--- config.mk ---
export PLATFORM = sky130hd
export DESIGN_NAME = dma_axi_wr_chan
export DESIGN_NICKNAME = d
export VERILOG_FILES = /design/src/rtl/dma_utils_pkg.sv /design/src/rtl/dma_wr_cmdq.sv /design/src/rtl/dma_axi_wr_chan.sv
export SDC_FILE = /design/constraint.sdc
export NUM_CORES = 1
export LEC_CHECK = 0
export ABC_AREA = 1
export CORE_ASPECT_RATIO = 0.5
export CORE_MARGIN = 5
export CORE_UTILIZATION = 40
export DETAILED_ROUTE_END_ITERATION = 8
export GPL_TIMING_DRIVEN = 0
export PLACE_DENSITY = 0.85
export SLEW_MARGIN = 10
export SYNTH_ARGS = -nofsm -noshare
export SYNTH_HDL_FRONTEND = slang
export SYNTH_HIERARCHICAL = 1
export SYNTH_SLANG_ARGS = --single-unit
--- constraint.sdc ---
create_clock -name clk -period 2.22 [get_ports clk]
set_input_delay 0.444 -clock clk [delete_from_list [all_inputs] [get_ports clk]]
set_output_delay 0.444 -clock clk [all_outputs]
set_load 0.05 [all_outputs]
--- src/rtl/dma_utils_pkg.sv ---
// Shared DMA types: streamer request/response, write command queue entry and AXI burst constants.
package dma_utils_pkg;

    localparam int unsigned DMA_DATA_WIDTH = 32;
    localparam int unsigned DMA_ADDR_WIDTH = 32;
    localparam int unsigned DMA_STRB_WIDTH = DMA_DATA_WIDTH / 8;
    localparam int unsigned AXI_ID_WIDTH   = 4;

    typedef logic [1:0] axi_burst_t;

    localparam axi_burst_t BURST_FIXED = 2'b00;
    localparam axi_burst_t BURST_INCR  = 2'b01;
    localparam logic [1:0] AXI_OKAY    = 2'b00;

    typedef struct packed {
        logic                      valid;
        logic [DMA_ADDR_WIDTH-1:0] addr;
        logic [7:0]                alen;
        logic [2:0]                size;
        logic [DMA_STRB_WIDTH-1:0] strb;
        axi_burst_t                mode;
    } s_dma_axi_req_t;

    typedef struct packed {
        logic ready;
    } s_dma_axi_resp_t;

    typedef struct packed {
        logic [7:0]                alen;
        logic [DMA_STRB_WIDTH-1:0] strb;
    } s_wr_cmd_t;

endpackage

--- src/rtl/dma_wr_cmdq.sv ---
// Synchronous FIFO of write commands {alen,strb}; one entry per accepted burst awaiting its W beats.
module dma_wr_cmdq
    import dma_utils_pkg::*;
#(
    parameter int unsigned DEPTH = 4
) (
    input  logic      clk,
    input  logic      rst,
    input  logic      push,
    input  s_wr_cmd_t push_data,
    input  logic      pop,
    output logic      full,
    output logic      empty,
    output s_wr_cmd_t head
);

    localparam int unsigned PTR_W = $clog2(DEPTH);
    localparam int unsigned CNT_W = PTR_W + 1;

    s_wr_cmd_t        mem_q [DEPTH];
    logic [PTR_W-1:0] wr_ptr_q, wr_ptr_d;
    logic [PTR_W-1:0] rd_ptr_q, rd_ptr_d;
    logic [CNT_W-1:0] count_q, count_d;
    logic             do_push;
    logic             do_pop;

    assign full    = (count_q == CNT_W'(DEPTH));
    assign empty   = (count_q == '0);
    assign do_push = push & ~full;
    assign do_pop  = pop & ~empty;
    assign head    = mem_q[rd_ptr_q];

    always_comb begin
        wr_ptr_d = wr_ptr_q;
        rd_ptr_d = rd_ptr_q;
        count_d  = count_q;
        if (do_push) begin
            wr_ptr_d = wr_ptr_q + PTR_W'(1);
        end
        if (do_pop) begin
            rd_ptr_d = rd_ptr_q + PTR_W'(1);
        end
        case ({do_push, do_pop})
            2'b10:   count_d = count_q + CNT_W'(1);
            2'b01:   count_d = count_q - CNT_W'(1);
            default: count_d = count_q;
        endcase
    end

    always_ff @(posedge clk) begin
        if (rst) begin
            wr_ptr_q <= '0;
            rd_ptr_q <= '0;
            count_q  <= '0;
        end else begin
            wr_ptr_q <= wr_ptr_d;
            rd_ptr_q <= rd_ptr_d;
            count_q  <= count_d;
        end
    end

    // Storage needs no reset; validity is tracked by count_q.
    always_ff @(posedge clk) begin
        if (do_push) begin
            mem_q[wr_ptr_q] <= push_data;
        end
    end

endmodule

--- src/rtl/dma_axi_wr_chan.sv ---
// AXI4 write-channel master: one AW plus alen+1 W beats per accepted streamer burst, B tracking.
// Optional macro DMA_WR_BRESP_CHK_EN enables sticky BRESP error detection and accept blocking.
module dma_axi_wr_chan
    import dma_utils_pkg::*;
#(
    parameter int unsigned MAX_OUTSTANDING = 4,
    parameter int unsigned AXI_ID          = 0
) (
    input  logic                      clk,
    input  logic                      rst,
    input  logic                      dma_abort_i,
    input  s_dma_axi_req_t            dma_axi_req_i,
    output s_dma_axi_resp_t           dma_axi_resp_o,
    input  logic [DMA_DATA_WIDTH-1:0] fifo_rd_data_i,
    input  logic                      fifo_empty_i,
    output logic                      fifo_rd_o,
    output logic                      awvalid_o,
    input  logic                      awready_i,
    output logic [DMA_ADDR_WIDTH-1:0] awaddr_o,
    output logic [7:0]                awlen_o,
    output logic [2:0]                awsize_o,
    output axi_burst_t                awburst_o,
    output logic [AXI_ID_WIDTH-1:0]   awid_o,
    output logic                      wvalid_o,
    input  logic                      wready_i,
    output logic [DMA_DATA_WIDTH-1:0] wdata_o,
    output logic [DMA_STRB_WIDTH-1:0] wstrb_o,
    output logic                      wlast_o,
    input  logic                      bvalid_i,
    output logic                      bready_o,
    input  logic [1:0]                bresp_i,
    output logic                      wr_idle_o,
    output logic                      wr_error_o
);

    localparam int unsigned      OUT_W   = $clog2(MAX_OUTSTANDING) + 1;
    localparam logic [OUT_W-1:0] OUT_MAX = OUT_W'(MAX_OUTSTANDING);

    logic                      awvalid_q, awvalid_d;
    logic [DMA_ADDR_WIDTH-1:0] awaddr_q, awaddr_d;
    logic [7:0]                awlen_q, awlen_d;
    logic [2:0]                awsize_q, awsize_d;
    axi_burst_t                awburst_q, awburst_d;
    logic [7:0]                beat_q, beat_d;
    logic [OUT_W-1:0]          outstanding_q, outstanding_d;
    logic                      error_q, error_d;

    logic      aw_free;
    logic      accept;
    logic      err_block;
    logic      w_hs;
    logic      b_hs;
    logic      cmdq_full;
    logic      cmdq_empty;
    logic      cmdq_pop;
    s_wr_cmd_t cmdq_push_data;
    s_wr_cmd_t cmdq_head;

    assign aw_free = ~awvalid_q | awready_i;

    // Reset gating keeps ready low while the slave side is also being reset.
    assign accept = dma_axi_req_i.valid & ~dma_abort_i & aw_free & ~cmdq_full &
                    (outstanding_q < OUT_MAX) & ~err_block & ~rst;

    assign dma_axi_resp_o.ready = accept;

    assign cmdq_push_data.alen = dma_axi_req_i.alen;
    assign cmdq_push_data.strb = dma_axi_req_i.strb;

    dma_wr_cmdq #(
        .DEPTH (MAX_OUTSTANDING)
    ) u_cmdq (
        .clk       (clk),
        .rst       (rst),
        .push      (accept),
        .push_data (cmdq_push_data),
        .pop       (cmdq_pop),
        .full      (cmdq_full),
        .empty     (cmdq_empty),
        .head      (cmdq_head)
    );

    assign wvalid_o  = ~cmdq_empty & ~fifo_empty_i;
    assign wdata_o   = fifo_rd_data_i;
    assign wstrb_o   = cmdq_head.strb;
    assign wlast_o   = (beat_q == cmdq_head.alen);
    assign w_hs      = wvalid_o & wready_i;
    assign fifo_rd_o = w_hs;
    assign cmdq_pop  = w_hs & wlast_o;

    assign bready_o = 1'b1;
    assign b_hs     = bvalid_i & bready_o;

`ifdef DMA_WR_BRESP_CHK_EN
    assign err_block = error_q;
    assign error_d   = error_q | (b_hs & (bresp_i != AXI_OKAY));
`else
    logic unused_bresp;
    assign unused_bresp = ^bresp_i;
    assign err_block    = 1'b0;
    assign error_d      = 1'b0;
`endif

    always_comb begin
        awvalid_d     = awvalid_q;
        awaddr_d      = awaddr_q;
        awlen_d       = awlen_q;
        awsize_d      = awsize_q;
        awburst_d     = awburst_q;
        beat_d        = beat_q;
        outstanding_d = outstanding_q;

        // A new accept may overwrite the AW register in the same cycle the old one handshakes.
        if (accept) begin
            awvalid_d = 1'b1;
            awaddr_d  = dma_axi_req_i.addr;
            awlen_d   = dma_axi_req_i.alen;
            awsize_d  = dma_axi_req_i.size;
            awburst_d = dma_axi_req_i.mode;
        end else if (awready_i) begin
            awvalid_d = 1'b0;
        end

        if (w_hs) begin
            beat_d = wlast_o ? 8'd0 : beat_q + 8'd1;
        end

        case ({accept, b_hs & (outstanding_q != '0)})
            2'b10:   outstanding_d = outstanding_q + OUT_W'(1);
            2'b01:   outstanding_d = outstanding_q - OUT_W'(1);
            default: outstanding_d = outstanding_q;
        endcase
    end

    always_ff @(posedge clk) begin
        if (rst) begin
            awvalid_q     <= 1'b0;
            awaddr_q      <= '0;
            awlen_q       <= '0;
            awsize_q      <= '0;
            awburst_q     <= BURST_FIXED;
            beat_q        <= '0;
            outstanding_q <= '0;
            error_q       <= 1'b0;
        end else begin
            awvalid_q     <= awvalid_d;
            awaddr_q      <= awaddr_d;
            awlen_q       <= awlen_d;
            awsize_q      <= awsize_d;
            awburst_q     <= awburst_d;
            beat_q        <= beat_d;
            outstanding_q <= outstanding_d;
            error_q       <= error_d;
        end
    end

    assign awvalid_o  = awvalid_q;
    assign awaddr_o   = awaddr_q;
    assign awlen_o    = awlen_q;
    assign awsize_o   = awsize_q;
    assign awburst_o  = awburst_q;
    assign awid_o     = AXI_ID_WIDTH'(AXI_ID);
    assign wr_idle_o  = ~awvalid_q & cmdq_empty & (outstanding_q == '0);
    assign wr_error_o = error_q;

`ifndef SYNTHESIS
    b_without_outstanding: assert property (
        @(posedge clk) disable iff (rst) bvalid_i |-> (outstanding_q != '0)
    );
`endif

endmodule

==> impl_metrics.json <==
{
  "gp_congestion": 0.7763,
  "cp_slowest_cell": "dfxtp_4",
  "antenna_cells": 0,
  "seq_power_share": 0.389,
  "path_clk_slew_ns": 0.06,
  "post-place-cells": 858,
  "timing.final.ws_setup_ns": -0.5542,
  "ios": 184,
  "die_w_um": 166.9,
  "power.share.clock": 0.441,
  "reg2regPathDepth": 22,
  "drt_first_pass_iters": 6,
  "min_from": "awaddr_o[30]",
  "seqCellArea_um2": 2776,
  "setup_violations": 53,
  "cts_buffer_depth": 2,
  "grt_overflow_total": 0,
  "drtIter0Drc": 411,
  "synth_edf_count": 48,
  "period_minus_slack_ns": 2.774,
  "internal-power_uw": 4295,
  "p_per_area_nw_per_um2": 773.9,
  "yosysWarnings": 6,
  "netlist_instances": 546,
  "hold_slack_ns": 0.4652,
  "rrSetupSlack_ns": -0.55,
  "hpwl_um": 9371,
  "crit_type": "reg -> reg",
  "sw_frac_of_total": 0.2747,
  "fin_skew_ns": 0.007688,
  "avgSynthCellArea_um2": 9.015,
  "fin_util": 0.6423,
  "antenna_found_initial": 0,
  "rsz0062_at_grt": "yes",
  "worstMarginPinSlew_ns": 0.7657,
  "netSwitchingPower_uw": 1627,
  "finalNonFillerCells": 912,
  "antenna_left": 0,
  "max_clock_freq_mhz": 360.5,
  "route.detailed.drc": 0,
  "slew_headroom": 0.4890,
  "drive_above_1_share": 0.2490,
  "die_height_um": 88.44,
  "max_stage_delay_ns": 0.42,
  "violations": "setup timing",
  "clkSinkCount": 114,
  "crit_fanout": 8,
  "async_flop_share": 0,
  "combPwrFrac": 0.170,
  "tritoncts": "yes",
  "clockRootBuffer": "clkbuf_16",
  "initial_core_util": 0.4132,
  "cp-end-kind": "flip-flop",
  "min_to": "awaddr_o[30]",
  "clk_latency_ns": 0.40,
  "cap_violations": 0,
  "synth_seq_cells": 114,
  "cts_buffers": 17,
  "slew_violations": 0,
  "yosysUniqueCellTypes": 28,
  "port_buffers": 143,
  "peakVddDrop_mv": 0.6388,
  "grt_pass1_vias": 4398,
  "worstPathArrival_ns": 3.07,
  "grt_max_degree": 17,
  "synth_ff_type": "dfxtp_1",
  "critPathMostFrequentCell": "nand2_1",
  "critPathRequiredTime_ns": 2.52,
  "vias_per_cell": 5.077,
  "startpoint_type": "flip-flop",
  "rows": 28,
  "vias": 4630,
  "total_power_uw": 5921,
  "holdBufCountCts": 0,
  "netlist_area_um2": 4922,
  "wl_um": 15450,
  "tns_ns": -5.037,
  "core_area_um2": 11910,
  "fillers": 876,
  "hp-class": "reg -> reg",
  "synthToLayoutAreaGrowth_pct": 55.44,
  "nNetsFinal": 834,
  "die_area_um2": 14760,
  "ys_seq_area_frac": 0.5613,
  "multi_input_area_um2": 1802,
  "crit_chain": "inv_8, buf_6, nor2_2, o22ai_2, inv_1, nand2_1, nand2_1, nand2_1, nor2_4, nand3_4, inv_4, nand2_4, inv_4, ha_4, inv_4, fa_2, inv_2, nand2_2, nand3_2, nand2_1, nand2_1, nor2_1",
  "track_usage": 0.1863,
  "cts-htree-levels": 4,
  "status": "finished with violations",
  "min_delay_path_depth": 2,
  "p_leak_uw": 0.002976,
  "period_share": 1.250,
  "r2r-end": "u_cmdq/count_q[2]",
  "finalHoldViolCount": 0,
  "avgRoutedWirePerCell_um": 16.94,
  "grt_pass1_wl_um": 21580
}
[flip-flops by register name, indices dropped and copies added, names as in the netlist, named ones only]
name / cells
awburst_o: 2
u_cmdq/mem_q: 48
awvalid_o: 1
u_cmdq/count_q: 3
u_cmdq/rd_ptr_q: 2
outstanding_q: 3
awaddr_o: 32
awlen_o: 8
awsize_o: 3
u_cmdq/wr_ptr_q: 2
beat_q: 8
[final cells by class]
type	instances	share of cell area
timing repair buffer	165	0.2121
clock buffer	19	0.05658
sequential	114	0.3629
multi-input combinational	332	0.2355
inverter	45	0.02518
buffer	59	0.06263
tap	165	0.02698
clock inverter	13	0.01815
[per-layer routing]
metal / track usage / vias up / wire, µm
li1: - / 2113 / -
met1: 0.1930 / 2125 / 5665
met2: 0.3401 / 316 / 7473
met3: 0.06381 / 76 / 1591
met4: 0.1054 / 0 / 715
met5: 0 / - / 0
[per-stage QoR]
stage,area (µm²),setup WS (ns)
3_5_place_dp,6623,-1.187
5_1_grt,7651,-0.6766
3_3_place_gp,6623,-1.174
2_1_floorplan,4985,-0.2122
6_report,7651,-0.5542
4_1_cts,7375,-0.2933
[worst max path at each step]
stage,endpoint,slack [ns],cells after the start
4_1_cts,u_cmdq/count_q[2],-0.29,20
6_report,u_cmdq/count_q[2],-0.55,22
3_3_place_gp,u_cmdq/mem_q[0][9],-1.17,8
2_1_floorplan,u_cmdq/count_q[2],-0.21,19
5_1_grt,u_cmdq/count_q[2],-0.68,22
3_5_place_dp,u_cmdq/mem_q[0][9],-1.19,8
[power by group through the flow]
stage / registers, µW / logic, µW / clock network [µW]
floorplan: 2520 / 409 / 0
global route: 2310 / 1060 / 2740
finish: 2300 / 1010 / 2610
CTS: 2300 / 952 / 2620
global placement: 2340 / 933 / 0
detailed placement: 2350 / 948 / 0
[cell usage in the layout (no fill, tap or decap), types with 4 or more instances in the layout]
cell type        count
a21oi_1              9
buf_2                5
buf_4               60
buf_6                9
buf_8                5
clkbuf_1             5
clkbuf_16           17
clkdlybuf4s50_1    133
clkinv_4             4
clkinvlp_4           5
conb_1               6
dfxtp_1             61
edfxtp_1            48
ha_1                 5
inv_1               32
inv_2                6
inv_4                5
nand2_1            135
nand2_2              4
nand2_4              4
nand3_1              7
nor2_1              36
nor2_2              14
nor2_4               4
o21ai_0             50
o21ai_1             18
o21ai_2              7
o22ai_1              4
o22ai_2              8
[synthesized netlist by cell type (6+ instances only)]
master,instances,share of area
nand2_1,139,0.11
dfxtp_1,66,0.27
o21ai_0,53,0.054
nor2_1,51,0.039
edfxtp_1,48,0.29
buf_4,43,0.066
inv_1,42,0.032
o21ai_1,25,0.025
o22ai_1,12,0.015
a21oi_1,10,0.010
nand3_1,9,0.0092
buf_6,7,0.016
ha_1,7,0.018
buf_2,6,0.0061
[critical path, delay by kind of cell, from the launching register on]
family / cells / cell delay, ns
flip-flops: 1 / 0.42
AND/OR/NAND/NOR: 12 / 1.01
AO/OA/AOI/OAI: 1 / 0.12
buffers and inverters: 7 / 0.56
adder cells (fa/ha/maj): 2 / 0.53
[timing repair]
action                     CTS  global route
pin swaps                   10            24
setup buffers                5            14
gates cloned                 3             0
setup endpoints to repair   62            59
resized for setup           73            62
[kinds of logic after synthesis]
group / synth area share
AOI/OAI and AO/OA: 0.1080
and+or+nand+nor: 0.1683
buffers and inverters: 0.1243
xor gates and xnor gates: 0.01068
adders and majority gates: 0.02593
other: 0.001526
DFF: 0.5613
Power figures use the tool's default switching activity.
